[src/rtl/clk_div_pkg.sv]
// Shared types and helpers for the runtime-reprogrammable clock divider.
// Define CLK_DIV_ODD_EN to allow odd ratios through the dual-edge path.
package clk_div_pkg;

  typedef enum logic {
    RUN  = 1'b0,
    PEND = 1'b1
  } state_t;

  localparam int unsigned DIV_MIN = 2;

  // An odd reset ratio needs the dual-edge path; the even-only build defaults to 8.
`ifdef CLK_DIV_ODD_EN
  localparam int unsigned DIV_DEFAULT_INIT = 7;
`else
  localparam int unsigned DIV_DEFAULT_INIT = 8;
`endif

  function automatic logic div_legal(input int unsigned n);
`ifdef CLK_DIV_ODD_EN
    return n >= DIV_MIN;
`else
    return (n >= DIV_MIN) && (n[0] == 1'b0);
`endif
  endfunction

endpackage

[src/rtl/clk_div_core.sv]
// Divider datapath: posedge counter and high-phase flop, plus the negedge
// tail flop and OR combine for odd ratios (present only with CLK_DIV_ODD_EN).
module clk_div_core #(
  parameter int unsigned DIV_W = 4
) (
  input  logic             clk_in,
  input  logic             rst,
  input  logic [DIV_W-1:0] div,
  input  logic             load,
  output logic             tc_c,
  output logic             clk_out
);

  logic [DIV_W-1:0] cnt_p;
  logic [DIV_W-1:0] half;
  logic             clk_p;

  assign half = div >> 1;
  assign tc_c = (cnt_p == (div - DIV_W'(1)));

  // High for the first H counts of each period; low at terminal count.
  always_ff @(posedge clk_in or negedge rst) begin
    if (!rst) begin
      cnt_p <= '0;
      clk_p <= 1'b0;
    end else begin
      clk_p <= (cnt_p < half);
      cnt_p <= (load || tc_c) ? '0 : cnt_p + DIV_W'(1);
    end
  end

`ifdef CLK_DIV_ODD_EN
  logic clk_n;

  // Half-cycle delayed copy stretches the high phase to H + 0.5 cycles.
  always_ff @(negedge clk_in or negedge rst) begin
    if (!rst) clk_n <= 1'b0;
    else      clk_n <= clk_p;
  end

  assign clk_out = clk_p | (div[0] & clk_n);
`else
  assign clk_out = clk_p;
`endif

endmodule

[src/rtl/clk_div_ctrl.sv]
// Ratio controller: valid/ready config port, legality check and RUN/PEND FSM
// that applies a new ratio only at an output-period boundary.
// Optional odd-ratio support is enabled by defining CLK_DIV_ODD_EN.
module clk_div_ctrl
  import clk_div_pkg::*;
#(
  parameter int unsigned DIV_W       = 4,
  parameter int unsigned DIV_DEFAULT = DIV_DEFAULT_INIT
) (
  input  logic             clk_in,
  input  logic             rst,
  input  logic             cfg_valid,
  input  logic [DIV_W-1:0] cfg_div,
  output logic             cfg_ready,
  output logic             cfg_err,
  output logic             busy,
  output logic [DIV_W-1:0] div_active,
  output logic             clk_out
);

  state_t           state;
  state_t           state_nx;
  logic [DIV_W-1:0] pend_div;
  logic [DIV_W-1:0] pend_nx;
  logic [DIV_W-1:0] div_nx;
  logic             err_nx;
  logic             load_c;
  logic             tc_c;
  logic             accept_c;
  logic             legal_c;

  assign accept_c = cfg_valid & cfg_ready;
  assign legal_c  = div_legal(32'(cfg_div));

  // Next-state and datapath-update decode.
  always_comb begin
    state_nx = state;
    pend_nx  = pend_div;
    div_nx   = div_active;
    err_nx   = 1'b0;
    load_c   = 1'b0;
    case (state)
      RUN: begin
        if (accept_c) begin
          if (legal_c) begin
            pend_nx  = cfg_div;
            state_nx = PEND;
          end else begin
            err_nx = 1'b1;
          end
        end
      end
      PEND: begin
        if (tc_c) begin
          load_c   = 1'b1;
          div_nx   = pend_div;
          state_nx = RUN;
        end
      end
      default: state_nx = RUN;
    endcase
  end

  always_ff @(posedge clk_in or negedge rst) begin
    if (!rst) begin
      state      <= RUN;
      pend_div   <= '0;
      div_active <= DIV_W'(DIV_DEFAULT);
      cfg_err    <= 1'b0;
      cfg_ready  <= 1'b1;
      busy       <= 1'b0;
    end else begin
      state      <= state_nx;
      pend_div   <= pend_nx;
      div_active <= div_nx;
      cfg_err    <= err_nx;
      cfg_ready  <= (state_nx == RUN);
      busy       <= (state_nx == PEND);
    end
  end

  clk_div_core #(
    .DIV_W(DIV_W)
  ) u_core (
    .clk_in (clk_in),
    .rst    (rst),
    .div    (div_active),
    .load   (load_c),
    .tc_c   (tc_c),
    .clk_out(clk_out)
  );

endmodule
[config.mk]
export PLATFORM = sky130hd
export DESIGN_NAME = clk_div_ctrl
export DESIGN_NICKNAME = d
export VERILOG_FILES = /design/src/rtl/clk_div_pkg.sv /design/src/rtl/clk_div_core.sv /design/src/rtl/clk_div_ctrl.sv
export SDC_FILE = /design/constraint.sdc
export NUM_CORES = 1
export LEC_CHECK = 0
export BUFFER_PORTS_ARGS = -buffer_cell sky130_fd_sc_hd__buf_2
export CORE_UTILIZATION = 35
export CTS_BUF_LIST = sky130_fd_sc_hd__clkbuf_4 sky130_fd_sc_hd__clkbuf_8
export CTS_CLUSTER_SIZE = 14
export DETAILED_ROUTE_END_ITERATION = 10
export MAX_ROUTING_LAYER = met4
export PLACE_DENSITY_LB_ADDON = 0.12
export SYNTH_ARGS = -nofsm -noshare
export SYNTH_HDL_FRONTEND = slang
export SYNTH_SLANG_ARGS = --single-unit
export TNS_END_PERCENT = 30
[constraint.sdc]
create_clock -name clk_in -period 1.7 [get_ports clk_in]
set_input_delay 0.17 -clock clk_in [delete_from_list [all_inputs] [get_ports clk_in]]
set_output_delay 0.17 -clock clk_in [all_outputs]
set_load 0.02 [all_outputs]
==> metrics.cfg, run 1 <==
[critical_path]
r2r-end = div_active[0]$_DFFE_PN0P_
critPathCaptureType = flop
reg2reg_depth = 6
cp-start-kind = flop
worstPathArrival_ns = 1.86
rrSetupSlack_ns = 0.02
r2r-start = div_active[1]$_DFFE_PN0P_
worst-path-max-fanout = 4
path_class = flop to flop
critical_path_required_ns = 1.88

[sta]
whs_ns = 0.126
setup_viol = 0
period_needed_ns = 1.68
relSlewSlack_pct = 75.9
finalHoldViolations = 0
timing.fmax_mhz = 595
drv_slew = 0
fin_crit_sh_pct = 98.9
skew_ns = 0.00116
tightest_slew_ns = 0.362
rsz0062_at_grt = true

[yosys]
yosys.area.top_type = dfrtp_1
synth.most_common_cell = dfrtp_1
syn_area_um2 = 748
netlist_top_cells_count = 14 x dfrtp_1, 7 x mux2_2
yosysWarnings = 0
ys_types = 22
avgSynthCellArea_um2 = 12.7
ys.flop_type = dfrtp_1
syn_nets = 70
synth_compound_area_share_pct = 3.34
yosysSeqAreaShare_pct = 53.8
muxShareOfSynthArea_pct = 10.5
synth_simple_gate_area_share_pct = 13.4
synthAdderAreaFrac_pct = 6.69
yosys-top-cells-area = dfrtp_1 47%, mux2_2 11%, dfstp_2 7.0%, ha_1 6.7%, xnor2_1 4.7%
ys_ff_latch = 16
async_reset_ff_share_pct = 100
synth_cells = 59
synth-xor-area-share_pct = 10.2
synth_top_area_share_pct = 46.8
synth_edf_count = 0
synth_top_family_by_area = simple AND/OR/NAND/NOR gates

[floorplanning]
num_rows = 16
start_util_pct = 37.8
die-area_um2 = 2330
core_um2 = 1980
die_w_um = 48.2
die_h_um = 48.2
ios = 15

[cts]
clockBufferDepth = 2
cts_max_level = 1
cts_sinks = 16
cts_buffers = 3
cts_root_buffer = clkbuf_4
cts_tree = done
clk_pin_slew_worst_paths_ns = 0.09
clock_latency_ns = 0.28

[detailed_routing]
firstDrtPassIters = 3
drt_wl_total_um = 1300
num_vias = 492
wl_per_cell_um = 11.7
vias_per_cell = 4.43
drc = 0
ant_nets = 0
drt_iter0_markers = 3

[finish]
nFillCells = 202
syn_to_final_growth_pct = 27.8
diodes = 0
multi_input_area_um2 = 347
drive_gt1_share_pct = 47.6
nets = 96
seq_area_um2 = 405
instances_no_fill = 111

[power]
p_sw_share_pct = 37.1
vdd_drop_max_v = 0.000832
p_comb_share_pct = 50.4
p_switching_w = 0.000675
p_leak_nw = 0.454
clockPowerShare_pct = 12.5
p_seq_share_pct = 37.2
internal_power_w = 0.00115
cellPowerDensity_nw_per_um2 = 1910

[hold_path]
hold_path.class = primary input to flop
holdPathStages = 2
whs_endpoint = pend_div[1]$_DFFE_PN0P_
hp-start = cfg_div[1]

[grt]
grt_usage_pct = 12.6
grt_pass1_vias = 427
grt_pass1_wl_um = 1860
grt_remaining_overflow = 0
antenna_found_initial = 0
grt_max_degree = 17

[placement]
dp_cells = 105
place.gp.congestion = 0.764
dp_hpwl_um = 968
numPortBuffers = 14

[flow_run]
drv_cap = 0

[run_status]
outcome = finished clean

## cell usage in the layout (no fill, tap or decap), types with 2 or more instances in the layout
| master | n |
|---|---|
| and2_1 | 2 |
| buf_2 | 14 |
| buf_4 | 6 |
| clkbuf_4 | 4 |
| dfrtp_1 | 12 |
| dfrtp_2 | 2 |
| dfstp_2 | 2 |
| ha_1 | 3 |
| inv_1 | 3 |
| mux2_2 | 6 |
| nand2_1 | 2 |
| nor2_1 | 4 |
| nor3_1 | 3 |
| xnor2_1 | 4 |
| xor2_1 | 2 |
## per-layer routing
metal,GRT usage (%),vias up,part of all wire (%),wire length [um]
met5,-,-,0,0
met4,6.67,0,0,0
met3,4.44,0,3.7,48
met2,17.9,11,50,643
met1,15.7,229,47,604
li1,-,252,-,-
## final cells by class
| cell class | instances | area share (%) |
|---|---|---|
| flip-flops and latches | 16 | 42.4 |
| multi-input cells | 39 | 36.3 |
| repair buffers | 21 | 13.1 |
| well taps | 27 | 3.53 |
| clock buffers | 4 | 3.14 |
| inverters | 4 | 1.57 |
## power by group through the flow
stage / combinational (W) / clock (W) / sequential, W
after floorplan: 0.000552 / 0 / 0.000762
after global placement: 0.000888 / 0 / 0.000685
after detailed placement: 0.000896 / 0 / 0.000690
after CTS: 0.000902 / 0.000237 / 0.000682
after global routing: 0.00102 / 0.000251 / 0.000703
final: 0.000917 / 0.000227 / 0.000677
## state kept, by name (all words and copies together) (netlist names)
register / count
state: 1
u_core.clk_out: 1
div_active: 4
pend_div: 4
u_core.cnt_p: 4
cfg_err: 1
cfg_ready: 1
## worst max-delay path by stage
stage | end | slack, ns | cells after the start | from
final | div_active[0]$_DFFE_PN0P_ | 0.02 | 6 | div_active[1]$_DFFE_PN0P_
after CTS | div_active[0]$_DFFE_PN0P_ | 0.001 | 6 | div_active[1]$_DFFE_PN0P_
after global routing | div_active[0]$_DFFE_PN0P_ | -0.05 | 6 | div_active[1]$_DFFE_PN0P_
after floorplan | div_active[0]$_DFFE_PN0P_ | -0.01 | 6 | div_active[0]$_DFFE_PN0P_
after detailed placement | div_active[0]$_DFFE_PN0P_ | 0.02 | 6 | div_active[1]$_DFFE_PN0P_
after global placement | div_active[0]$_DFFE_PN0P_ | 0.06 | 6 | div_active[1]$_DFFE_PN0P_
## through the flow
stage	utilization [%]	power (W)	worst slack, ns	area, um^2	setup TNS (ns)
finish	48.2	0.00182	0.0192	956	0
global placement	45.2	0.00157	0.0579	896	0
floorplan	-	0.00131	-0.0117	754	-0.0117
CTS	47.2	0.00182	0.00113	936	0
detailed placement	45.2	0.00159	0.0160	896	0
global route	48.2	0.00197	-0.0494	956	-0.0968
## critical path: stages, from the launching register on
cell     delay (ns)
dfrtp_2        0.43
inv_2          0.08
ha_4           0.12
xor3_1         0.22
nor3_2         0.24
nand3_2        0.15
mux2_4         0.32
## cell families after synthesis
group | count (synthesis)
xor gates and xnor gates | 7
buffers and inverters | 4
AOI/OAI and AO/OA | 4
DFF | 16
muxes | 7
adders and majority gates | 4
and+or+nand+nor | 17
## what timing repair did
item                                    CTS  global route
endpoints found under the hold margin    14             0
hold buffers                              1             0
buffers inserted                          0             1
gates resized for setup                   0             2
endpoints found under the setup margin    0             3
Note: power is estimated with default switching activity, not from simulation.
==> run 2: changes to the inputs <==
CAP_MARGIN = 20   (was unset)
RECOVER_POWER = 25   (was unset)
SETUP_SLACK_MARGIN = 0.3   (was unset)
==> run 2 against run 1 <==
  * Design area rose by 0.65%
  * Clock-buffer cell count unchanged
  * Setup slack improved by 0.058 ns
  * Critical path type unchanged
==> metrics.cfg, run 2 (synthesized netlist as in run 1, its figures left out) <==
[critical_path]
critPathCaptureType = flop
max_stage_delay_ns = 0.42  ; about the same
cp_top_family = flip-flops
path_buf_inv = 1  ; unchanged
crit_chain = inv_2 -> ha_4 -> xnor2_2 -> nor3_2 -> nand3_2 -> mux2_4
worst-path-max-fanout = 4  ; unchanged
r2r-start = div_active[1]$_DFFE_PN0P_
critPathLaunch = div_active[1]$_DFFE_PN0P_
cp-start-kind = flop
crit_slowest_cell = dfrtp_2
worstPathArrival_ns = 1.80  ; -0.06 ns
critical_path_required_ns = 1.88  ; about the same
path_class = flop to flop

[finish]
nets = 96  ; unchanged
post-route-util_pct = 48.5  ; +0.32 points
reg.largest.list = div_active: 4 flops, pend_div: 4 flops, u_core.cnt_p: 4 flops
diodes = 0  ; unchanged
final_common_cell = buf_2
final_cell_mix = 13 x buf_2, 12 x dfrtp_1, 6 x mux2_2, 6 x buf_4
syn_to_final_growth_pct = 28.6
nFillCells = 201  ; -0.50%
drive_gt1_share_pct = 48.8  ; +1.2 points
fin_area_um2 = 962  ; +0.65%

[cts]
cts_tree = done
clockBufferDepth = 2  ; unchanged
cts_max_level = 1  ; unchanged
cts_buffers = 3  ; unchanged
clock_latency_ns = 0.28  ; about the same
clk_pin_slew_worst_paths_ns = 0.09  ; about the same
cts_root_buffer = clkbuf_4
cts_sinks = 16  ; unchanged

[sta]
finalHoldViolations = 0  ; unchanged
relSlewSlack_pct = 41.3  ; -35 points
timing.fmax_mhz = 616  ; +3.6%
period_needed_ns = 1.62  ; -0.0581 ns
fin_crit_sh_pct = 95.5  ; -3.4 points
drv_slew = 0  ; unchanged
rsz0062_at_grt = true
worst_slack_ns = 0.0773  ; +0.0581 ns
skew_ns = 0.000640  ; -0.000521 ns
setup_viol = 0  ; unchanged
tightest_slew_ns = 0.880  ; +0.518 ns

[floorplanning]
num_rows = 16  ; unchanged
die_w_um = 48.2  ; unchanged
core_um2 = 1980  ; unchanged
start_util_pct = 37.8  ; unchanged
die-area_um2 = 2330  ; unchanged
ios = 15  ; unchanged
die_h_um = 48.2  ; unchanged

[hold_path]
hp-start = cfg_div[1]
hold_path.class = primary input to flop

[grt]
grt_pass1_vias = 446  ; +4.4%
grt_usage_pct = 12.8  ; +0.16 points
grt_pass1_wl_um = 1890  ; +1.4%
grt_remaining_overflow = 0  ; unchanged
antenna_found_initial = 0  ; unchanged
grt_max_degree = 17  ; unchanged

[flow_run]
drv_cap = 0  ; unchanged

[detailed_routing]
ant_nets = 0  ; unchanged
num_vias = 489  ; -0.61%
drc = 0  ; unchanged
drt_iter0_markers = 4  ; +1
wl_per_cell_um = 11.8  ; +0.85%
drt_wl_total_um = 1310  ; +0.85%
vias_per_cell = 4.41  ; -0.61%
firstDrtPassIters = 3  ; unchanged

[power]
vdd_drop_max_v = 0.000832  ; about the same
p_leak_nw = 0.458  ; +0.86%
cellPowerDensity_nw_per_um2 = 1910  ; +0.21%

[placement]
placed_cell_area_um2 = 896  ; unchanged
place.gp.congestion = 0.764  ; unchanged
dp_hpwl_um = 968  ; unchanged
numPortBuffers = 14  ; unchanged
dp_slack_ns = 0.0160  ; unchanged

[run_status]
outcome = finished clean

run 2: report_power, final:
| part | total, W | internal [W] | switching [W] |
|---|---|---|---|
| registers | 0.000676 | 0.000551 | 0.000125 |
| logic | 0.000934 | 0.000496 | 0.000438 |
| clock network | 0.000226 | 0.000107 | 0.000119 |
| total | 0.00184 | 0.00115 | 0.000683 |
run 2: worst reg2reg max path: stages, from the launching register on:
cell and delay, ns:
dfrtp_2 0.42, inv_2 0.07, ha_4 0.20, xnor2_2 0.14, nor3_2 0.21, nand3_2 0.16, mux2_4 0.32
run 2: final timing paths:
kind                            cells after the start  slack [ns]                         to
worst max-delay path                                6        0.08  div_active[0]$_DFFE_PN0P_
worst min-delay path                                2        0.13    pend_div[1]$_DFFE_PN0P_
worst max register to register                      6        0.08  div_active[0]$_DFFE_PN0P_
worst min register to register                      1        0.52    pend_div[1]$_DFFE_PN0P_
max in group asynchronous                           2        0.59  div_active[1]$_DFFE_PN0P_
min in group asynchronous                           2        0.51  u_core.cnt_p[3]$_DFF_PN0_
run 2: metal layers:
metal	vias to the layer above	GRT usage (%)	wire, um
li1	253	-	-
met1	225	15.4	602
met2	11	18.7	656
met3	0	4.44	48
met4	0	6.67	0
met5	-	-	0
run 2: cell type report:
cell class,instances,area (um^2),area share (%)
tap,27,33.8,3.51
sequential,16,405,42.1
clock buffer,4,30.0,3.12
inverter,4,15.0,1.56
timing repair buffer,21,124,12.9
multi-input combinational,39,354,36.8
run 2: metrics by stage:
stage	power, W	hold WS, ns	setup TNS [ns]	cells
final	0.00184	0.126	0	111
after CTS	0.00185	0.116	0	111
after detailed placement	0.00159	0.107	0	105
after global routing	0.00199	0.124	0	111
after floorplan	0.00131	-0.126	-0.0117	59
after global placement	0.00157	0.105	0	105
run 2: timing repair:
| item | CTS | global route |
|---|---|---|
| resized for setup | 3 | 1 |
| setup buffers | 1 | 0 |
| endpoints found under the hold margin | 14 | 0 |
| cloned | 0 | 0 |
| setup endpoints to repair | 10 | 14 |
| hold buffers | 1 | 0 |
| pin swaps | 2 | 2 |
